### src/rtl/mem_lsu.sv
// mem_lsu: memory-access stage running one req/ack bus transaction at a time.
// Optional misalignment trap enabled by defining MEM_MISALIGN_TRAP_EN.
module mem_lsu #(
   parameter int unsigned TIMEOUT_CYCLES = 255
) (
   input  logic        clk,
   input  logic        rst,
   input  logic        r_mem_enable_i,
   input  logic [31:0] r_mem_addr_i,
   input  logic        w_mem_enable_i,
   input  logic [31:0] w_mem_addr_i,
   input  logic [31:0] w_mem_data_i,
   input  logic [2:0]  data_type_i,
   input  logic        mem_w_reg_enable_i,
   input  logic [4:0]  w_reg_addr_i,
   output logic        bus_req_o,
   output logic        bus_we_o,
   output logic [31:0] bus_addr_o,
   output logic [31:0] bus_wdata_o,
   output logic [3:0]  bus_be_o,
   input  logic        bus_ack_i,
   input  logic [31:0] bus_rdata_i,
   output logic        stall_o,
   output logic        mem_w_reg_enable_o,
   output logic [4:0]  w_reg_addr_o,
   output logic [31:0] mem_w_reg_data_o,
   output logic        bus_err_o,
   output logic        misalign_o
);

   typedef enum logic [1:0] {IDLE, REQ, DONE} state_t;

   state_t      state_q, state_d;
   logic [31:0] addr_q, wdata_q, rdata_q;
   logic [2:0]  type_q;
   logic        we_q, reg_en_q, err_q, mis_q;
   logic [4:0]  rd_q;
   logic [15:0] cnt_q;

   logic        req_in, mis_d, timeout;
   logic [31:0] addr_in;
   logic [3:0]  st_be;
   logic [31:0] st_data, ld_data;
   logic [7:0]  lane8;
   logic [15:0] lane16;

   assign req_in  = (w_mem_enable_i | r_mem_enable_i)
                  & (data_type_i != 3'd0);
   assign addr_in = w_mem_enable_i ? w_mem_addr_i : r_mem_addr_i;
   assign timeout = (cnt_q == 16'(TIMEOUT_CYCLES - 1));

`ifdef MEM_MISALIGN_TRAP_EN
   assign mis_d = ((data_type_i[1:0] == 2'b10) & addr_in[0])
                | ((data_type_i[1:0] == 2'b11) & (addr_in[1:0] != 2'b00));
`else
   assign mis_d = 1'b0;
`endif

   // State register.
   always_ff @(posedge clk or posedge rst) begin
      if (rst) state_q <= IDLE;
      else     state_q <= state_d;
   end

   // Next-state: accept in IDLE, wait for ack/timeout in REQ, one DONE cycle.
   always_comb begin
      state_d = state_q;
      unique case (state_q)
         IDLE:    if (req_in) state_d = mis_d ? DONE : REQ;
         REQ:     if (bus_ack_i | timeout) state_d = DONE;
         DONE:    state_d = IDLE;
         default: state_d = IDLE;
      endcase
   end

   // Latch the request, count REQ cycles, capture read data or the error.
   always_ff @(posedge clk or posedge rst) begin
      if (rst) begin
         addr_q   <= '0;
         wdata_q  <= '0;
         rdata_q  <= '0;
         type_q   <= '0;
         we_q     <= 1'b0;
         reg_en_q <= 1'b0;
         err_q    <= 1'b0;
         mis_q    <= 1'b0;
         rd_q     <= '0;
         cnt_q    <= '0;
      end else begin
         unique case (state_q)
            IDLE: if (req_in) begin
               addr_q   <= addr_in;
               wdata_q  <= w_mem_data_i;
               type_q   <= data_type_i;
               we_q     <= w_mem_enable_i;
               reg_en_q <= mem_w_reg_enable_i;
               rd_q     <= w_reg_addr_i;
               mis_q    <= mis_d;
               err_q    <= 1'b0;
               cnt_q    <= '0;
            end
            REQ: begin
               cnt_q <= cnt_q + 16'd1;
               if (bus_ack_i)    rdata_q <= bus_rdata_i;
               else if (timeout) err_q   <= 1'b1;
            end
            default: cnt_q <= '0;
         endcase
      end
   end

   // Store lane steering: strobes and replicated data from the latched access.
   always_comb begin
      unique case (type_q[1:0])
         2'b01: begin
            st_be   = 4'b0001 << addr_q[1:0];
            st_data = {4{wdata_q[7:0]}};
         end
         2'b10: begin
            st_be   = addr_q[1] ? 4'b1100 : 4'b0011;
            st_data = {2{wdata_q[15:0]}};
         end
         default: begin
            st_be   = 4'b1111;
            st_data = wdata_q;
         end
      endcase
   end

   // Load extraction with sign extension for types 1/2, zero for 5/6.
   always_comb begin
      lane8  = rdata_q[{addr_q[1:0], 3'b000} +: 8];
      lane16 = addr_q[1] ? rdata_q[31:16] : rdata_q[15:0];
      unique case (type_q[1:0])
         2'b01:   ld_data = {{24{~type_q[2] & lane8[7]}}, lane8};
         2'b10:   ld_data = {{16{~type_q[2] & lane16[15]}}, lane16};
         default: ld_data = rdata_q;
      endcase
   end

   // Outputs decoded from state; anything inactive is held at 0.
   always_comb begin
      stall_o            = 1'b0;
      bus_req_o          = 1'b0;
      bus_we_o           = 1'b0;
      bus_addr_o         = '0;
      bus_wdata_o        = '0;
      bus_be_o           = '0;
      mem_w_reg_enable_o = 1'b0;
      w_reg_addr_o       = '0;
      mem_w_reg_data_o   = '0;
      bus_err_o          = 1'b0;
      misalign_o         = 1'b0;
      unique case (state_q)
         IDLE: stall_o = req_in;
         REQ: begin
            stall_o     = 1'b1;
            bus_req_o   = 1'b1;
            bus_we_o    = we_q;
            bus_addr_o  = {addr_q[31:2], 2'b00};
            bus_wdata_o = we_q ? st_data : '0;
            bus_be_o    = we_q ? st_be : 4'b1111;
         end
         DONE: begin
            if (err_q) begin
               bus_err_o = 1'b1;
            end else if (~we_q & reg_en_q & ~mis_q) begin
               mem_w_reg_enable_o = 1'b1;
               w_reg_addr_o       = rd_q;
               mem_w_reg_data_o   = ld_data;
            end
`ifdef MEM_MISALIGN_TRAP_EN
            misalign_o = mis_q;
`endif
         end
         default: ;
      endcase
   end

endmodule

### config.mk
export PLATFORM = sky130hd
export DESIGN_NAME = mem_lsu
export DESIGN_NICKNAME = d
export VERILOG_FILES = /design/src/rtl/mem_lsu.sv
export SDC_FILE = /design/constraint.sdc
export NUM_CORES = 1
export LEC_CHECK = 0
export CELL_PAD_IN_SITES_DETAIL_PLACEMENT = 0
export CELL_PAD_IN_SITES_GLOBAL_PLACEMENT = 1
export CORE_UTILIZATION = 34
export CTS_BUF_LIST = sky130_fd_sc_hd__clkbuf_8
export CTS_CLUSTER_DIAMETER = 60
export DETAILED_ROUTE_END_ITERATION = 7
export GPL_TIMING_DRIVEN = 0
export PLACE_DENSITY = 0.79
export SLEW_MARGIN = 20
export SYNTH_ARGS = -nofsm -noshare
export SYNTH_HDL_FRONTEND = slang
export SYNTH_SLANG_ARGS = --single-unit
### constraint.sdc
create_clock -name clk -period 5.3 [get_ports clk]
set_input_delay 0.53 -clock clk [delete_from_list [all_inputs] [get_ports clk]]
set_output_delay 0.53 -clock clk [all_outputs]
set_load 0.1 [all_outputs]
After elaboration in Yosys (flattened, before gate mapping). Cells that the tools add are included.

Add/subtract/negate cells: 1. Muxes and demuxes: 34. Shift operators: 2. Eq/ne operators: 9. Reduce and logical (&&, ||, !) cells: 7. Bitwise operators: 8.

Operators by type and width (number): $mux W32 (7); $pmux W32 S2 (2); $mux W16 (2); $pmux W16 S2 (1); $shiftx A32 B6 Y8 (1); $add A16 B1 Y16 const B (1); $eq A16 B8 Y1 const B (1); $mux W5 (3); $mux W4 (3); $mux W1 (10); $ne A2 B2 Y1 const B (4); $pmux W4 S2 (1); $reduce_and A2 Y1 (3); $and A1 B1 Y1 (4); $eq A2 B1 Y1 const B (2); $eq A2 B2 Y1 const B (2); $mux W2 (2); $pmux W1 S2 (2); $pmux W2 S2 (1); $reduce_and A4 Y1 (1); $shl A1 B2 Y4 const A (1); $reduce_bool A3 Y1 (1); $logic_not A2 Y1 (1); $not A1 Y1 (2); 2 further kinds (3).

Bits of input ports: 142. Word-level logic and storage cells: 71. Register bits: 125.

Depth between registers and ports, before layout. Gate-level depths: netlist (run 1).

Word-level depth: 6. Mapped depth: 8.

Worst setup path after synthesis (run 1). No wires, ideal clock.

Kind: reg2out. Start point: reg state_q[0]. End point: out mem_w_reg_data_o[7]. Data required time: 4770 ps. Arrival time: 3376 ps. Cell stages (with the launch flop): 7. Buffers on the path: 1. Slack: 1394 ps. Cells stage by stage: dfrtp_1 -> nor2b_1 -> nand3_1 -> clkbuf_1 -> inv_1 -> nand2_1 -> o22ai_1.

Word-level cells in the longest chain between the ends: 2.

RTL lines: start, declared (line 33) `state_t state_q, state_d;`; start signal, assigned (line 62) `else state_q <= state_d;`; $eq A2 B2 Y1 (line 154) `unique case (state_q)`; $mux W32 (line 154); end, declared (line 26) `output logic [31:0] mem_w_reg_data_o,`.

No other way between the ends.

Worst setup path in the final report (run 1).
Start point: reg type_q[0]. End point: out mem_w_reg_data_o[9].

Word-level cells in the longest chain between the ends: 5. Elaborated cells between the ends (all ways): 6.

RTL lines: start, declared (line 35) `logic [2:0] type_q;`; start signal, assigned (line 94) `type_q <= data_type_i;`; $eq A2 B2 Y1 / $eq A2 B1 Y1 (equally long branches) (line 134) `unique case (type_q[1:0])`; $pmux W32 S2 * (line 134); $mux W32 * (line 167) `end else if (~we_q & reg_en_q & ~mis_q) begin`; $mux W32 * (line 165) `if (err_q) begin`; $mux W32 * (line 154).

Every way passes the cells marked *; elsewhere a longest branch is shown, timed or not.

==> results.json, run 1 <==
{
  "grt_pass1_wl_mm": 32.7,
  "cp.buffers_inverters": 4,
  "crit_fanout": 8,
  "path_clk_slew_ns": 0.07,
  "routed-wl-met3_mm": 1.43,
  "synth-seq-cells": 125,
  "die_w_um": 142,
  "antenna_cells": 0,
  "start_kind": "flop",
  "detail-route-antenna-nets": 0,
  "dr_total_vias": 5930,
  "wl_met1_mm": 9.11,
  "place_congestion": 0.777,
  "fin_area_um2": 9910,
  "yosysSeqAreaShare_pct": 47.3,
  "synthArstFlopShare_pct": 100,
  "design.core.area_um2": 18900,
  "fin_nets": 1086,
  "dpl.hpwl_mm": 15.4,
  "yosysTopAreaCell": "dfrtp_1",
  "critical-path-slowest-cell": "clkdlybuf4s50_1",
  "peakVddDrop_v": 0.000247,
  "row_count": 50,
  "drv_cap": 0,
  "place_area_um2": 9470,
  "top_layer_used": "met4",
  "required_ns": 4.77,
  "powerDensity_nw_per_um2": 676,
  "worst_pin_slew_ns": 1.05,
  "max_stage_delay_ns": 1.17,
  "initial_core_util_pct": 35.0,
  "netlist_instances": 670,
  "dp_cells": 1181,
  "drtIter0Drc": 233,
  "cp-end-kind": "output port",
  "relSlewSlack_pct": 29.6,
  "status": "finished clean",
  "cts_root_buf": "clkbuf_8",
  "cp_top_family": "buffers and inverters",
  "rsz0062_at_grt": "no",
  "nFillCells": 1789,
  "areaGrowthSynthToFinish_pct": 49.8,
  "grt_overflow_total": 0,
  "yosysTopAreaCellShare_pct": 47.3,
  "clkLatencyLatePin_ns": 0.45,
  "layout_min_cycle_time_ns": 4.13,
  "port_buffers": 248,
  "vias_per_cell": 4.89,
  "clockBufferDepth": 2,
  "instances_no_fill": 1213,
  "path_cells": "inv_1, ha_1, clkbuf_1, inv_1, o21ai_1, a22oi_1, a21oi_1, clkdlybuf4s50_1",
  "cts_tree": "built",
  "fin_tns_setup_ns": 0,
  "htree_levels": 4,
  "arrival_ns": 3.60,
  "grt_pass1_vias": 6072,
  "drc_errors": 0,
  "crit_type": "flop to output port",
  "final_max_slew_viol_count": 0,
  "clock_sinks": 125,
  "finalSetupViolCount": 0,
  "postCtsSetupBuffers": 0,
  "grt_use_total_pct": 21.3,
  "synth_edf_count": 0,
  "dr_wl_met2_mm": 9.69,
  "seq_area_um2": 3130,
  "synthDistinctLibCells": 45,
  "synth_most_common_cell": "dfrtp_1",
  "io_pins": 253,
  "finalCritPeriodShare_pct": 77.9,
  "holdBufCountCts": 0,
  "wl_per_cell_um": 16.9,
  "hold_viol": 0,
  "power.total_w": 0.00670,
  "numCtsBuffers": 17,
  "min_path_type": "input port to async pin",
  "first_pass_iters": 5,
  "skew_ns": 0.0109,
  "leakage_nw": 4.25,
  "die-area_um2": 20000,
  "die_y_um": 142,
  "ys_top_cells_by_area": "dfrtp_1 47%, mux2_2 13%, mux2i_1 6.0%, a21oi_1 5.0%, o21ai_0 4.6%",
  "synth_common_cells": "125 x dfrtp_1, 74 x mux2_2, 66 x a21oi_1, 61 x o21ai_0, 58 x nand2_1",
  "cp_common_cell": "inv_1",
  "grt_start_max_net_pins": 82,
  "syn_avg_cell_area_um2": 9.88,
  "synth_area_um2": 6620,
  "ys_warn_count": 0,
  "ys.flop_type": "dfrtp_1",
  "fmax_mhz": 242,
  "multi_input_area_um2": 3120,
  "cts_resized": 0,
  "antenna_found_initial": 0,
  "drt-total-wl_mm": 20.5,
  "drive_gt1_share_pct": 13.3
}
## cells in the final DEF, fill, tap and decap left out, types with 4 or more instances in the layout
| master | count |
|---|---|
| a21oi_1 | 66 |
| clkbuf_1 | 28 |
| mux2i_1 | 40 |
| bufinv_16 | 4 |
| clkdlybuf4s50_1 | 248 |
| nor2_1 | 27 |
| clkbuf_8 | 20 |
| ha_1 | 4 |
| o2bb2ai_1 | 7 |
| xor2_1 | 4 |
| o21ai_0 | 61 |
| dfrtp_1 | 125 |
| nand4_1 | 7 |
| mux2_2 | 74 |
| buf_2 | 15 |
| inv_1 | 44 |
| a22oi_1 | 16 |
| and2_1 | 37 |
| nand2_1 | 58 |
| nand3_1 | 6 |
| and4_1 | 4 |
| and3_1 | 13 |
## power breakdown
part / leakage [nW] / switching, W / internal, W / total, W
registers: 1.52 / 0.000280 / 0.00138 / 0.00166
clock network: 0.223 / 0.000393 / 0.000546 / 0.000939
logic: 2.51 / 0.00290 / 0.00119 / 0.00410
## path summary, 6_finish.rpt
check,cells past startpoint,slack [ns],to,start
min in group clk,2,0.47,addr_q[27],addr_q[27]
max reg2reg,6,3.43,cnt_q[14],state_q[1]
max,8,1.17,mem_w_reg_data_o[9],type_q[0]
max in group asynchronous,3,4.08,wdata_q[30],rst
min,2,0.47,addr_q[23],rst
min reg2reg,2,0.47,addr_q[27],addr_q[27]
## layer usage
metal  up-vias  global-route usage (%)
met5         -                       0
li1       2864                       -
met4         0                    6.00
met2       201                    34.2
met1      2838                    27.7
met3        27                    6.68
## through the flow
step                      util [%]  setup slack [ns]  hold WS (ns)
after floorplan                  -              1.39         0.442
after global placement        49.9            -0.658         0.453
after detailed placement      50.1              1.65         0.462
after CTS                     52.5              1.15         0.468
after global routing          52.5             0.933         0.492
final                         52.5              1.17         0.473
## kinds of logic after synthesis
logic type               count (synthesis)  synth area share, %
flip-flops                             125                 47.3
buffers and inverters                   92                 5.78
AO/OA/AOI/OAI                          165                 14.1
multiplexers                           116                 19.2
XOR/XNOR                                 4                0.529
adder cells (fa/ha/maj)                  4                0.756
other                                    1               0.0567
AND/OR/NAND/NOR                        163                 12.3
## final cells by class
class / instances / share of cell area (%)
Buffer: 48 / 2.20
Sequential cell: 125 / 31.6
Clock buffer: 20 / 2.78
Timing Repair Buffer: 249 / 25.3
Inverter: 44 / 1.74
Tap cell: 260 / 3.28
Clock inverter: 12 / 1.70
Multi-Input combinational cell: 455 / 31.4
## sequential cells by signal, indices dropped and copies added, names as in the netlist
signal    cells
reg_en_q      1
rdata_q      32
type_q        3
we_q          1
wdata_q      32
rd_q          5
cnt_q        16
state_q       2
addr_q       32
err_q         1
Note: power is estimated with default switching activity, not from simulation.
==> run 2, diff against run 1 <==
clock period = 4 ns   (was 5.3 ns; I/O delays follow)
==> results.json, run 2 (synthesis gave the netlist of run 1 again) <==
{
  "max_stage_delay_ns": 1.18,
  "reg_top3": "addr_q (32), rdata_q (32), wdata_q (32)",
  "postCtsSetupBuffers": 0,
  "clockBufferDepth": 2,
  "wl_per_cell_um": 17.0,
  "fin_util_pct": 53.1,
  "required_ns": 3.60,
  "crit_fanout": 10,
  "powerDensity_nw_per_um2": 883,
  "die-area_um2": 20000,
  "grt_start_max_net_pins": 82,
  "critical_path.reg2reg.startpoint": "state_q[1]",
  "io_pins": 253,
  "grt_overflow_total": 0,
  "row_count": 50,
  "vias_per_cell": 4.89,
  "numCtsBuffers": 17,
  "start_kind": "flop",
  "switching_power_w": 0.00474,
  "drtIter0Drc": 273,
  "clock_power_share_pct": 14.0,
  "holdBufCountCts": 0,
  "worstSetupEndpoint": "bus_be_o[1]",
  "grt_use_total_pct": 21.3,
  "areaGrowthSynthToFinish_pct": 51.6,
  "detail-route-antenna-nets": 0,
  "critical-path-slowest-cell": "clkdlybuf4s50_1",
  "min_path_type": "input port to async pin",
  "final_max_slew_viol_count": 0,
  "grt_pass1_wl_mm": 32.7,
  "drv_cap": 0,
  "worst_pin_slew_ns": 1.05,
  "fin_nets": 1086,
  "final_common_cell": "clkdlybuf4s50_1",
  "r2r_slack_ns": 2.13,
  "relSlewSlack_pct": 29.8,
  "antenna_cells": 0,
  "fmax_mhz": 261,
  "rsz0062_at_grt": "no",
  "port_buffers": 248,
  "cp-end-kind": "output port",
  "combPwrFrac_pct": 61.2,
  "place_congestion": 0.777,
  "skew_ns": 0.0120,
  "leakage_nw": 5.16,
  "status": "finished clean",
  "cts_root_buf": "clkbuf_8",
  "cell_internal_pwr_w": 0.00412,
  "hold_viol": 0,
  "grt_pass1_vias": 6074,
  "cp-startpoint": "type_q[1]",
  "power.total_w": 0.00886,
  "peakVddDrop_v": 0.000327,
  "dpl.hpwl_mm": 15.4,
  "path_clk_slew_ns": 0.07,
  "dr_total_vias": 5934,
  "final_cell_mix": "196 x clkdlybuf4s50_1, 125 x dfrtp_1, 74 x mux2_2",
  "reg2regPathDepth": 6,
  "arrival_ns": 3.43,
  "design.core.area_um2": 18900,
  "htree_levels": 4,
  "layout_min_cycle_time_ns": 3.83,
  "antenna_found_initial": 0,
  "initial_core_util_pct": 35.0,
  "switching_share_pct": 53.5,
  "drc_errors": 0,
  "die_w_um": 142,
  "finalSetupViolCount": 0,
  "drive_gt1_share_pct": 13.3,
  "clock_sinks": 125,
  "cts_tree": "built",
  "path_cells": "inv_1, ha_1, clkbuf_1, nand2_1, a21o_1, a21oi_1, clkdlybuf4s50_1",
  "rr_endpoint": "cnt_q[14]",
  "drt-total-wl_mm": 20.6,
  "clkLatencyLatePin_ns": 0.45,
  "crit_type": "flop to output port",
  "pwr-share-seq_pct": 24.8,
  "first_pass_iters": 5,
  "die_y_um": 142,
  "finalCritPeriodShare_pct": 95.6
}
[run 2: cell types whose count changed in the layout (fill, tap and decap cells not counted), sizes merged]
cell,previous run,this run
clkdlybuf4s50,248,196
dlymetal6s2s,0,50
dlygate4sd2,0,2
[run 2: power groups by stage]
| stage | sequential, W | combinational (W) | clock, W |
|---|---|---|---|
| floorplan | 0.00210 | 0.00414 | 0 |
| global placement | 0.00220 | 0.00542 | 0 |
| detailed placement | 0.00222 | 0.00546 | 0 |
| CTS | 0.00220 | 0.00547 | 0.00127 |
| global route | 0.00228 | 0.00576 | 0.00133 |
| finish | 0.00220 | 0.00542 | 0.00124 |
[run 2: cell type report]
class / instances / area (um2)
tap: 260 / 325
fill: 1769 / 8860
sequential: 125 / 3130
timing repair buffer: 249 / 2630
buffer: 48 / 218
clock inverter: 12 / 169
clock buffer: 20 / 275
multi-input combinational: 455 / 3120
inverter: 44 / 173
[run 2: how the worst min path moves through the flow]
stage | startpoint | to | slack, ns
after CTS | rst | addr_q[23] | 0.34
after detailed placement | addr_q[2] | addr_q[2] | 0.46
final | rst | addr_q[23] | 0.35
after global routing | rst | addr_q[23] | 0.36
after global placement | addr_q[7] | addr_q[7] | 0.45
after floorplan | addr_q[10] | addr_q[10] | 0.44
[run 2: stage by stage]
stage / worst slack, ns / area [um2] / hold WS (ns) / setup TNS [ns] / cells
CTS: 0.00118 / 9910 / 0.338 / 0 / 1213
detailed placement: 0.483 / 9470 / 0.462 / 0 / 1181
floorplan: 0.224 / 6630 / 0.442 / 0 / 672
global placement: -1.83 / 9430 / 0.453 / -227.47 / 1180
global route: 0.00795 / 10000 / 0.362 / 0 / 1213
finish: 0.175 / 10000 / 0.347 / 0 / 1213
[run 2: repair_timing]
action	CTS	global route
gates cloned	0	0
setup endpoints to repair	2	50
resized for setup	2	50
[run 2: critical path, delay by kind of cell (launching register included)]
family	cells	cell delay (ns)
buffers and inverters	3	1.63
AO/OA/AOI/OAI	2	0.43
AND/OR/NAND/NOR	1	0.37
flip-flops	1	0.40
adder cells (fa/ha/maj)	1	0.17
[run 2: routing by layer]
| metal | up-vias | wire [um] | GRT usage [%] |
|---|---|---|---|
| li1 | 2863 | - | - |
| met1 | 2849 | 9220 | 27.7 |
| met2 | 199 | 9750 | 34.2 |
| met3 | 23 | 1360 | 6.68 |
| met4 | 0 | 295 | 6.00 |
| met5 | - | 0 | 0 |
